### src/rtl/stream_mux_pkg.sv
// Shared types and helpers for the streaming N-to-1 multiplexer.
package stream_mux_pkg;

  typedef enum logic {
    MODE_FIXED = 1'b0,
    MODE_RR    = 1'b1
  } mux_mode_e;

  function automatic int unsigned clog2_min1(input int unsigned n);
    return (n > 1) ? $clog2(n) : 1;
  endfunction

endpackage

### src/rtl/rr_arbiter.sv
// Combinational round-robin arbiter: first requester at or after ptr, wrapping modulo NUM_CH.
module rr_arbiter
  import stream_mux_pkg::*;
#(
  parameter int unsigned NUM_CH = 8,
  localparam int unsigned SEL_W = clog2_min1(NUM_CH)
) (
  input  logic [NUM_CH-1:0] req,
  input  logic [SEL_W-1:0]  ptr,
  output logic [SEL_W-1:0]  gnt_idx,
  output logic              gnt_vld
);

  logic [2*NUM_CH-1:0] req_rot;
  int unsigned         idx;

  always_comb begin
    // Rotating a doubled copy puts the search start at bit 0.
    req_rot = {req, req} >> ptr;
    gnt_idx = '0;
    gnt_vld = 1'b0;
    idx     = 0;
    for (int unsigned i = 0; i < NUM_CH; i++) begin
      if (!gnt_vld && req_rot[i]) begin
        gnt_vld = 1'b1;
        idx     = 32'(ptr) + i;
        if (idx >= NUM_CH) idx = idx - NUM_CH;
        gnt_idx = SEL_W'(idx);
      end
    end
  end

endmodule

### src/rtl/stream_mux_rr.sv
// N-to-1 streaming mux with registered output, fixed-select or round-robin arbitration.
// Define STREAM_MUX_PKT_LOCK_EN to hold the grant on one channel until its in_last beat.
module stream_mux_rr
  import stream_mux_pkg::*;
#(
  parameter int unsigned WIDTH  = 8,
  parameter int unsigned NUM_CH = 8,
  localparam int unsigned SEL_W = clog2_min1(NUM_CH)
) (
  input  logic                    clk,
  input  logic                    rst_n,
  input  logic                    mode,
  input  logic [SEL_W-1:0]        sel,
  input  logic [NUM_CH-1:0]       in_valid,
  output logic [NUM_CH-1:0]       in_ready,
  input  logic [NUM_CH*WIDTH-1:0] in_data,
  input  logic [NUM_CH-1:0]       in_last,
  output logic                    out_valid,
  input  logic                    out_ready,
  output logic [WIDTH-1:0]        out_data,
  output logic [SEL_W-1:0]        out_ch,
  output logic                    out_last
);

  mux_mode_e        mode_e;
  logic             out_valid_q;
  logic [WIDTH-1:0] out_data_q;
  logic [SEL_W-1:0] out_ch_q;
  logic             out_last_q;
  logic [SEL_W-1:0] rr_ptr_q;

  logic             arb_vld;
  logic [SEL_W-1:0] arb_idx;
  logic             fixed_vld;
  logic             gnt_vld;
  logic [SEL_W-1:0] gnt_idx;
  logic [WIDTH-1:0] gnt_data;
  logic             gnt_last;
  logic             accept;
  logic             xfer;

  assign mode_e = mux_mode_e'(mode);

  rr_arbiter #(
    .NUM_CH (NUM_CH)
  ) u_arb (
    .req     (in_valid),
    .ptr     (rr_ptr_q),
    .gnt_idx (arb_idx),
    .gnt_vld (arb_vld)
  );

  // An out-of-range sel matches no channel, so it never grants.
  always_comb begin
    fixed_vld = 1'b0;
    for (int unsigned k = 0; k < NUM_CH; k++) begin
      if (sel == SEL_W'(k)) fixed_vld = in_valid[k];
    end
  end

`ifdef STREAM_MUX_PKT_LOCK_EN
  logic             lock_q;
  logic [SEL_W-1:0] lock_ch_q;
  logic             lock_vld;

  always_comb begin
    lock_vld = 1'b0;
    for (int unsigned k = 0; k < NUM_CH; k++) begin
      if (lock_ch_q == SEL_W'(k)) lock_vld = in_valid[k];
    end
  end

  always_ff @(posedge clk or negedge rst_n) begin
    if (!rst_n) begin
      lock_q    <= 1'b0;
      lock_ch_q <= '0;
    end else if (xfer) begin
      lock_q    <= !gnt_last;
      lock_ch_q <= gnt_idx;
    end
  end
`endif

  always_comb begin
    if (mode_e == MODE_RR) begin
      gnt_idx = arb_idx;
      gnt_vld = arb_vld;
    end else begin
      gnt_idx = sel;
      gnt_vld = fixed_vld;
    end
`ifdef STREAM_MUX_PKT_LOCK_EN
    if (lock_q) begin
      gnt_idx = lock_ch_q;
      gnt_vld = lock_vld;
    end
`endif
  end

  always_comb begin
    gnt_data = '0;
    gnt_last = 1'b0;
    for (int unsigned k = 0; k < NUM_CH; k++) begin
      if (gnt_idx == SEL_W'(k)) begin
        gnt_data = in_data[k*WIDTH +: WIDTH];
        gnt_last = in_last[k];
      end
    end
  end

  assign accept = !out_valid_q || out_ready;
  assign xfer   = accept && gnt_vld;

  always_comb begin
    for (int unsigned k = 0; k < NUM_CH; k++) begin
      in_ready[k] = rst_n && xfer && (gnt_idx == SEL_W'(k));
    end
  end

  always_ff @(posedge clk or negedge rst_n) begin
    if (!rst_n) begin
      out_valid_q <= 1'b0;
      out_data_q  <= '0;
      out_ch_q    <= '0;
      out_last_q  <= 1'b0;
      rr_ptr_q    <= '0;
    end else begin
      if (xfer) begin
        out_valid_q <= 1'b1;
        out_data_q  <= gnt_data;
        out_ch_q    <= gnt_idx;
        out_last_q  <= gnt_last;
      end else if (out_ready) begin
        out_valid_q <= 1'b0;
      end
      if (xfer && mode_e == MODE_RR) begin
        rr_ptr_q <= (gnt_idx == SEL_W'(NUM_CH - 1)) ? '0 : gnt_idx + 1'b1;
      end
    end
  end

  assign out_valid = out_valid_q;
  assign out_data  = out_data_q;
  assign out_ch    = out_ch_q;
  assign out_last  = out_last_q;

endmodule

### config.mk
export PLATFORM = sky130hd
export DESIGN_NAME = stream_mux_rr
export DESIGN_NICKNAME = d
export VERILOG_FILES = /design/src/rtl/stream_mux_pkg.sv /design/src/rtl/rr_arbiter.sv /design/src/rtl/stream_mux_rr.sv
export SDC_FILE = /design/constraint.sdc
export NUM_CORES = 1
export LEC_CHECK = 0
export ABC_AREA = 1
export BUFFER_PORTS_ARGS = -buffer_cell sky130_fd_sc_hd__buf_2
export CELL_PAD_IN_SITES_DETAIL_PLACEMENT = 1
export CELL_PAD_IN_SITES_GLOBAL_PLACEMENT = 1
export CORE_ASPECT_RATIO = 0.9
export CORE_UTILIZATION = 33
export CTS_CLUSTER_SIZE = 40
export DETAILED_ROUTE_END_ITERATION = 12
export GPL_ROUTABILITY_DRIVEN = 1
export PLACE_DENSITY_LB_ADDON = 0.1
export SKIP_LAST_GASP = 1
export SYNTH_ARGS = -nofsm -noshare
export SYNTH_HDL_FRONTEND = slang
export SYNTH_SLANG_ARGS = --single-unit
### constraint.sdc
create_clock -name clk -period 10.5 [get_ports clk]
set_input_delay 1.05 -clock clk [delete_from_list [all_inputs] [get_ports clk]]
set_output_delay 1.05 -clock clk [all_outputs]
set_load 0.03 [all_outputs]
* After elaboration in Yosys (flattened, before gate mapping)
Cells that the tools add are included.
** Word-level totals
- Memories kept :: 0
- Bits in registers :: 16
- Bits of input ports :: 87
- Bits in writable memories :: 0
- Latch bits :: 0
- Word-level logic and storage cells :: 127
- Bits in read-only memories :: 0
- Output and inout bits :: 21
** Cells by class
- Eq/ne operators :: 14
- Bitwise logic cells :: 0
- Multiplexer cells :: 53
- Reduce and logical (&&, ||, !) cells :: 30
- $add $sub $neg :: 16
- Div/mod/pow operators :: 0
- $mul :: 0
- Shift operators :: 1
- $lt $le $gt $ge :: 8
** Operator list (count)
- $mux W8 :: 8
- $mux W3 :: 18
- $ge A4 B4 Y1 const B :: 7
- $mux W1 :: 27
- $eq A3 B3 Y1 const B :: 8
- $sub A3 B1 Y3 const B :: 8
- $logic_and A1 B1 Y1 :: 18
- $add A3 B3 Y4 const B :: 4
- $shr A16 B3 Y8 :: 1
- $eq A3 B2 Y1 const B :: 4
- $add A3 B2 Y4 const B :: 2
- $logic_not A1 Y1 :: 8
- $eq A3 B1 Y1 const B :: 2
- $logic_not A3 Y1 :: 2
- $add A3 B1 Y4 const B :: 1
- $ge A3 B4 Y1 const B :: 1
- $add A3 B1 Y3 const B :: 1
- $reduce_bool A2 Y1 :: 1
- $logic_or A1 B1 Y1 :: 1

* Depth between registers and ports, before layout
- Word-level depth :: 33
- Mapped depth :: 31
- Depth with buffers taken out :: 27

* Hierarchy
From an unflattened synthesis, not the netlist that was laid out.
** Unflattened totals
- Cell total of the unflattened synthesis :: 496
- Area total of the unflattened synthesis :: 2777.7 um^2
** By module, submodules not included
- stream_mux_rr :: sequential area each 400.4 um^2, times used 1, area each 1996.9 um^2, cells each 356
- rr_arbiter :: sequential area each 0.0 um^2, times used 1, area each 780.7 um^2, cells each 140

* Worst setup path before layout
OpenSTA, ideal clock, no wires.
- Kind :: input to output
- Start point :: in in_valid[7]
- End point :: out in_ready[3]
- Data arrival time :: 3628 ps
- Cell stages on the path :: 18
- Slack :: 5822 ps
- Data required time :: 9450 ps
- Buffers on the path :: 1
- Path through :: nand2_1 -> nand3_1 -> nand3_2 -> nand2_2 -> nor2_4 -> nand4_1 -> nor2_2 -> nand2_1 -> nor2_1 -> inv_1 -> o21ai_0 -> a211oi_1 -> o22ai_1 -> ha_1 -> ha_1 -> buf_1 -> clkinv_1 -> nor2_1
** On the way
- Elaborated cells between the ends (all ways) :: 38
** RTL lines
- start, declared :: RTL line stream_mux_rr.sv:14 : input logic [NUM_CH-1:0] in_valid,
- $shr A16 B3 Y8 (*) :: RTL line rr_arbiter.sv:19 : req_rot = {req, req} >> ptr;
- $mux W1 :: RTL line rr_arbiter.sv:24 : if (!gnt_vld && req_rot[i]) begin
- $logic_not A1 Y1 :: RTL line rr_arbiter.sv:24
- $logic_and A1 B1 Y1 :: RTL line rr_arbiter.sv:24
- $mux W1 :: RTL line rr_arbiter.sv:24
- $logic_not A1 Y1 :: RTL line rr_arbiter.sv:24
- $logic_and A1 B1 Y1 :: RTL line rr_arbiter.sv:24
- $mux W1 :: RTL line rr_arbiter.sv:24
- (+11 left out)
- $mux W1 :: RTL line rr_arbiter.sv:24
- $logic_not A1 Y1 :: RTL line rr_arbiter.sv:24
- $logic_and A1 B1 Y1 :: RTL line rr_arbiter.sv:24
- $mux W3 (*) :: RTL line rr_arbiter.sv:24
- $mux W3 (*) :: RTL line stream_mux_rr.sv:85 : if (mode_e == MODE_RR) begin
- via gnt_idx[1] :: RTL line stream_mux_rr.sv:36 : logic [SEL_W-1:0] gnt_idx;
- $eq A3 B2 Y1 (*) :: RTL line stream_mux_rr.sv:116 : in_ready[k] = rst_n && xfer && (gnt_idx == SEL_W'(k));
- $logic_and A1 B1 Y1 (*) :: RTL line stream_mux_rr.sv:116
- end, declared :: RTL line stream_mux_rr.sv:15 : output logic [NUM_CH-1:0] in_ready,
The timed path passes the listed nets; every way through them passes the cells marked *.

* Worst setup path in the final report
- Start point :: reg rr_ptr_q[1]
- End point :: out in_ready[5]
** On the way
- Elaborated cells between the ends (all ways) :: 68
** RTL lines
- start, declared :: RTL line stream_mux_rr.sv:30 : logic [SEL_W-1:0] rr_ptr_q;
- start signal, assigned :: RTL line stream_mux_rr.sv:137 : rr_ptr_q <= (gnt_idx == SEL_W'(NUM_CH - 1)) ? '0 : gnt_idx + 1'b1;
- $shr A16 B3 Y8 :: RTL line rr_arbiter.sv:19
- $mux W1 :: RTL line rr_arbiter.sv:24
- $logic_not A1 Y1 :: RTL line rr_arbiter.sv:24
- $logic_and A1 B1 Y1 :: RTL line rr_arbiter.sv:24
- $mux W1 :: RTL line rr_arbiter.sv:24
- $logic_not A1 Y1 :: RTL line rr_arbiter.sv:24
- $logic_and A1 B1 Y1 :: RTL line rr_arbiter.sv:24
- $mux W1 :: RTL line rr_arbiter.sv:24
- (+11 left out)
- $mux W1 :: RTL line rr_arbiter.sv:24
- $logic_not A1 Y1 :: RTL line rr_arbiter.sv:24
- $logic_and A1 B1 Y1 :: RTL line rr_arbiter.sv:24
- $mux W3 (*) :: RTL line rr_arbiter.sv:24
- $mux W3 (*) :: RTL line stream_mux_rr.sv:85
- via gnt_idx[1] :: RTL line stream_mux_rr.sv:36
- $eq A3 B3 Y1 (*) :: RTL line stream_mux_rr.sv:116
- $logic_and A1 B1 Y1 (*) :: RTL line stream_mux_rr.sv:116
Marked as above.

==> flow_summary_export.csv <==
group,metric,value,unit
cells_and_area,multiInputGateArea,1777,um^2
timing,setup_viol,0,
timing,post-route-min-period,5.320,ns
synthesis,syn_area_per_cell,5.293,um^2
synthesis,netlist_area,2620,um^2
cells_and_area,diodes,0,
synthesis,ys.flop_type,"dfrtp_1",
synthesis,syn_inst,495,
die,start_util,34.38,%
clocking,h-tree-depth,1,
place,dp_cells,677,
clocking,post_cts_buffers,0,
timing,relSlewSlack,51.67,%
pwr,max-vdd-ir-drop,0.07867,mV
critical_path,critPathTopFamily,"simple AND/OR/NAND/NOR gates",
synthesis,yosysTopAreaCell,"nand2_1",
cells_and_area,design_area,3212,um^2
critical_path,path_buf_inv,4,
clocking,cts_tree,"yes",
grt,grt_max_degree,34,
synthesis,synth_edf_count,0,
pwr,p_leak,2.013,nW
timing,hold_viol,0,
timing,setup_ws,5.180,ns
die,pin_count,108,
detailed_routing,finalWirelength,9.069,mm
detailed_routing,firstDrtPassIters,4,
grt,grt_remaining_overflow,0,
place,hpwl,7.469,mm
synthesis,ys_types,35,
critical_path,crit_fanout,21,
detailed_routing,top_layer,"met4",
detailed_routing,vias,3212,
detailed_routing,met3_length,357,um
pwr,clkPwrFrac,5.3,%
critical_path,slowest_delay,0.69,ns
synthesis,synth_top_cell_area_share,25.93,%
synthesis,synthAdderAreaFrac,3.820,%
timing,fin_setup_tns,0,ns
cells_and_area,areaGrowthSynthToFinish,22.59,%
pwr,combPwrFrac,82.4,%
die,placementRows,30,
grt,grt_pass1_wl,14.82,mm
pwr,pwr-share-seq,12.3,%
detailed_routing,wire_per_inst,13.32,um
clocking,cts.sinks,16,
critical_path,path_cells,"inv_1 > nand3_1 > nand2_1 > nand2_1 > nand2_2 > nand4_1 > nor2_2 > nand2_1 > nor2_1 > inv_1 > o21ai_0 > a211oi_1 > o22ai_1 > inv_1 > ha_1 > nand2_2 > nor2_1 > buf_2",
cells_and_area,register_area,400.4,um^2
detailed_routing,drtIter0Drc,105,
timing,whs,0.4759,ns
pwr,p_sw,0.6485,mW
flow_run,cap_violations,0,
clocking,path_clk_slew,0.06,ns
timing,timing.final.crit_share,50.67,%
grt,track_usage,22.72,%
synthesis,async_flop_share,100.0,%
worst_hold_path,holdCritPathClass,"register to register",
synthesis,synth-xor-area-share,1.003,%
timing,max_freq,188.0,MHz
cells_and_area,drive_gt1_share,25.30,%
place,dp_worst_setup_slack,5.325,ns
outcome,run_status,"finished, final reports clean",
clocking,postCtsHoldBufs,0,
clocking,cts_buffer_depth,2,
clocking,cts-root-buf,"clkbuf_8",
synthesis,yosys.cell_count.top_type,"nand2_1",
die,dieHeight,86.53,um
cells_and_area,nets,681,
cells_and_area,fillers,1157,
synthesis,yosysWarnings,0,
clocking,ctsResizeCount,0,
critical_path,cp.required,9.45,ns
place,gp_congestion,0.8680,
synthesis,synth_top_family_by_area,"simple AND/OR/NAND/NOR gates",
synthesis,seq_area_frac_synth,15.28,%
critical_path,cp_slowest_cell,"dfrtp_1",
die,design.die.area,8300,um^2
cells_and_area,final_cells,681,
die,die_x,95.93,um
detailed_routing,wl_met1,4.737,mm
synthesis,synthMuxAreaShare,0,%
pwr,netSwitchingFraction,62.73,%
synthesis,synthTopCellsByCount,"nand2_1 (181), inv_1 (71), nand3_1 (65)",
clocking,clk_latency,0.25,ns
clocking,numCtsBuffers,3,
timing,rsz0062_at_grt,"false",
synthesis,synth_nets,590,
critical_path,crit_type,"register to primary output",
grt,grt_pass1_vias,3121,
pwr,power_density,321.9,nW/um^2
synthesis,synth_compound_area_share,7.545,%
detailed_routing,ant_nets,0,
detailed_routing,drt-vias-per-instance,4.717,
synthesis,synth_area_leaders,"nand2_1 (26%), dfrtp_1 (15%), nand3_1 (12%)",
timing,tightest_slew,0.7249,ns
place,place_area,3157,um^2
synthesis,yosys.area_share.simple,55.44,%
die,core-area,7620,um^2
detailed_routing,drc,0,
pwr,total_power,1.034,mW
grt,antenna_found_initial,0,
synthesis,synth-seq-cells,16,
timing,maxSlewViolCount,0,
critical_path,worstSetupStartpointType,"register",
critical_path,cp-end-kind,"primary output",
timing,clock_skew,0.002467,ns
detailed_routing,wl_met2,3.854,mm
cells_and_area,fin_util,42.15,%
critical_path,arrival,4.27,ns
pwr,intPower,0.3853,mW
place,port_buffers,107,
per-layer routing:
metal,GRT usage (%),vias up
met5,0,-
li1,-,1695
met4,4.885,0
met2,34.81,83
met3,1.316,9
met1,34.66,1425
path summary, 6_finish.rpt:
path | start | end | slack [ns] | cells past startpoint
worst max register to register | rr_ptr_q[1] | out_data[4] | 6.07 | 26
min in group asynchronous | rst_n | out_data[0] | 0.71 | 1
max in group asynchronous | rst_n | out_ch[1] | 9.52 | 1
worst max-delay path | rr_ptr_q[1] | in_ready[5] | 5.18 | 18
worst min register to register | out_data[4] | out_data[4] | 0.48 | 2
worst min-delay path | out_data[4] | out_data[4] | 0.48 | 2
cells by family after synthesis:
logic type | Yosys count
buffers and inverters | 106
flip-flops | 16
adder cells (fa/ha/maj) | 8
AND/OR/NAND/NOR | 326
AO/OA/AOI/OAI | 36
XOR/XNOR | 3
registers in the layout (all words and copies together), names as in the netlist:
| signal | count |
|---|---|
| out_data | 8 |
| out_last | 1 |
| rr_ptr_q | 3 |
| out_ch | 3 |
| out_valid | 1 |
area by class of cell:
type,instances,area share [%]
Multi-Input combinational cell,373,55.32
Tap cell,96,3.740
Clock buffer,4,1.714
Sequential cell,16,12.47
Inverter,85,10.09
Timing Repair Buffer,107,16.67
power groups by stage:
| stage | logic [mW] | registers (mW) | clock network [mW] |
|---|---|---|---|
| floorplan | 0.639 | 0.149 | 0 |
| global placement | 0.831 | 0.125 | 0 |
| detailed placement | 0.846 | 0.127 | 0 |
| CTS | 0.851 | 0.126 | 0.0565 |
| global route | 0.981 | 0.130 | 0.0591 |
| finish | 0.852 | 0.127 | 0.0545 |
placed cells by master (no fill, tap or decap), drive strengths merged, types with 2 or more instances in the layout:
master / synthesis / final
a21oi: 4 / 4
buf: 13 / 107
clkbuf: 8 / 4
clkinv: 2 / 2
dfrtp: 16 / 16
ha: 8 / 8
inv: 83 / 83
nand2: 195 / 195
nand3: 72 / 72
nand4: 6 / 6
nor2: 45 / 45
o21ai: 23 / 23
o22ai: 4 / 4
or2: 8 / 8
xor2: 2 / 2
worst min-delay path: cells and delay by family, from the launching register on:
kind	cells	cell delay, ns
AND/OR/NAND/NOR	2	0.10
flip-flops	1	0.34
Note: power is estimated with default switching activity, not from simulation.
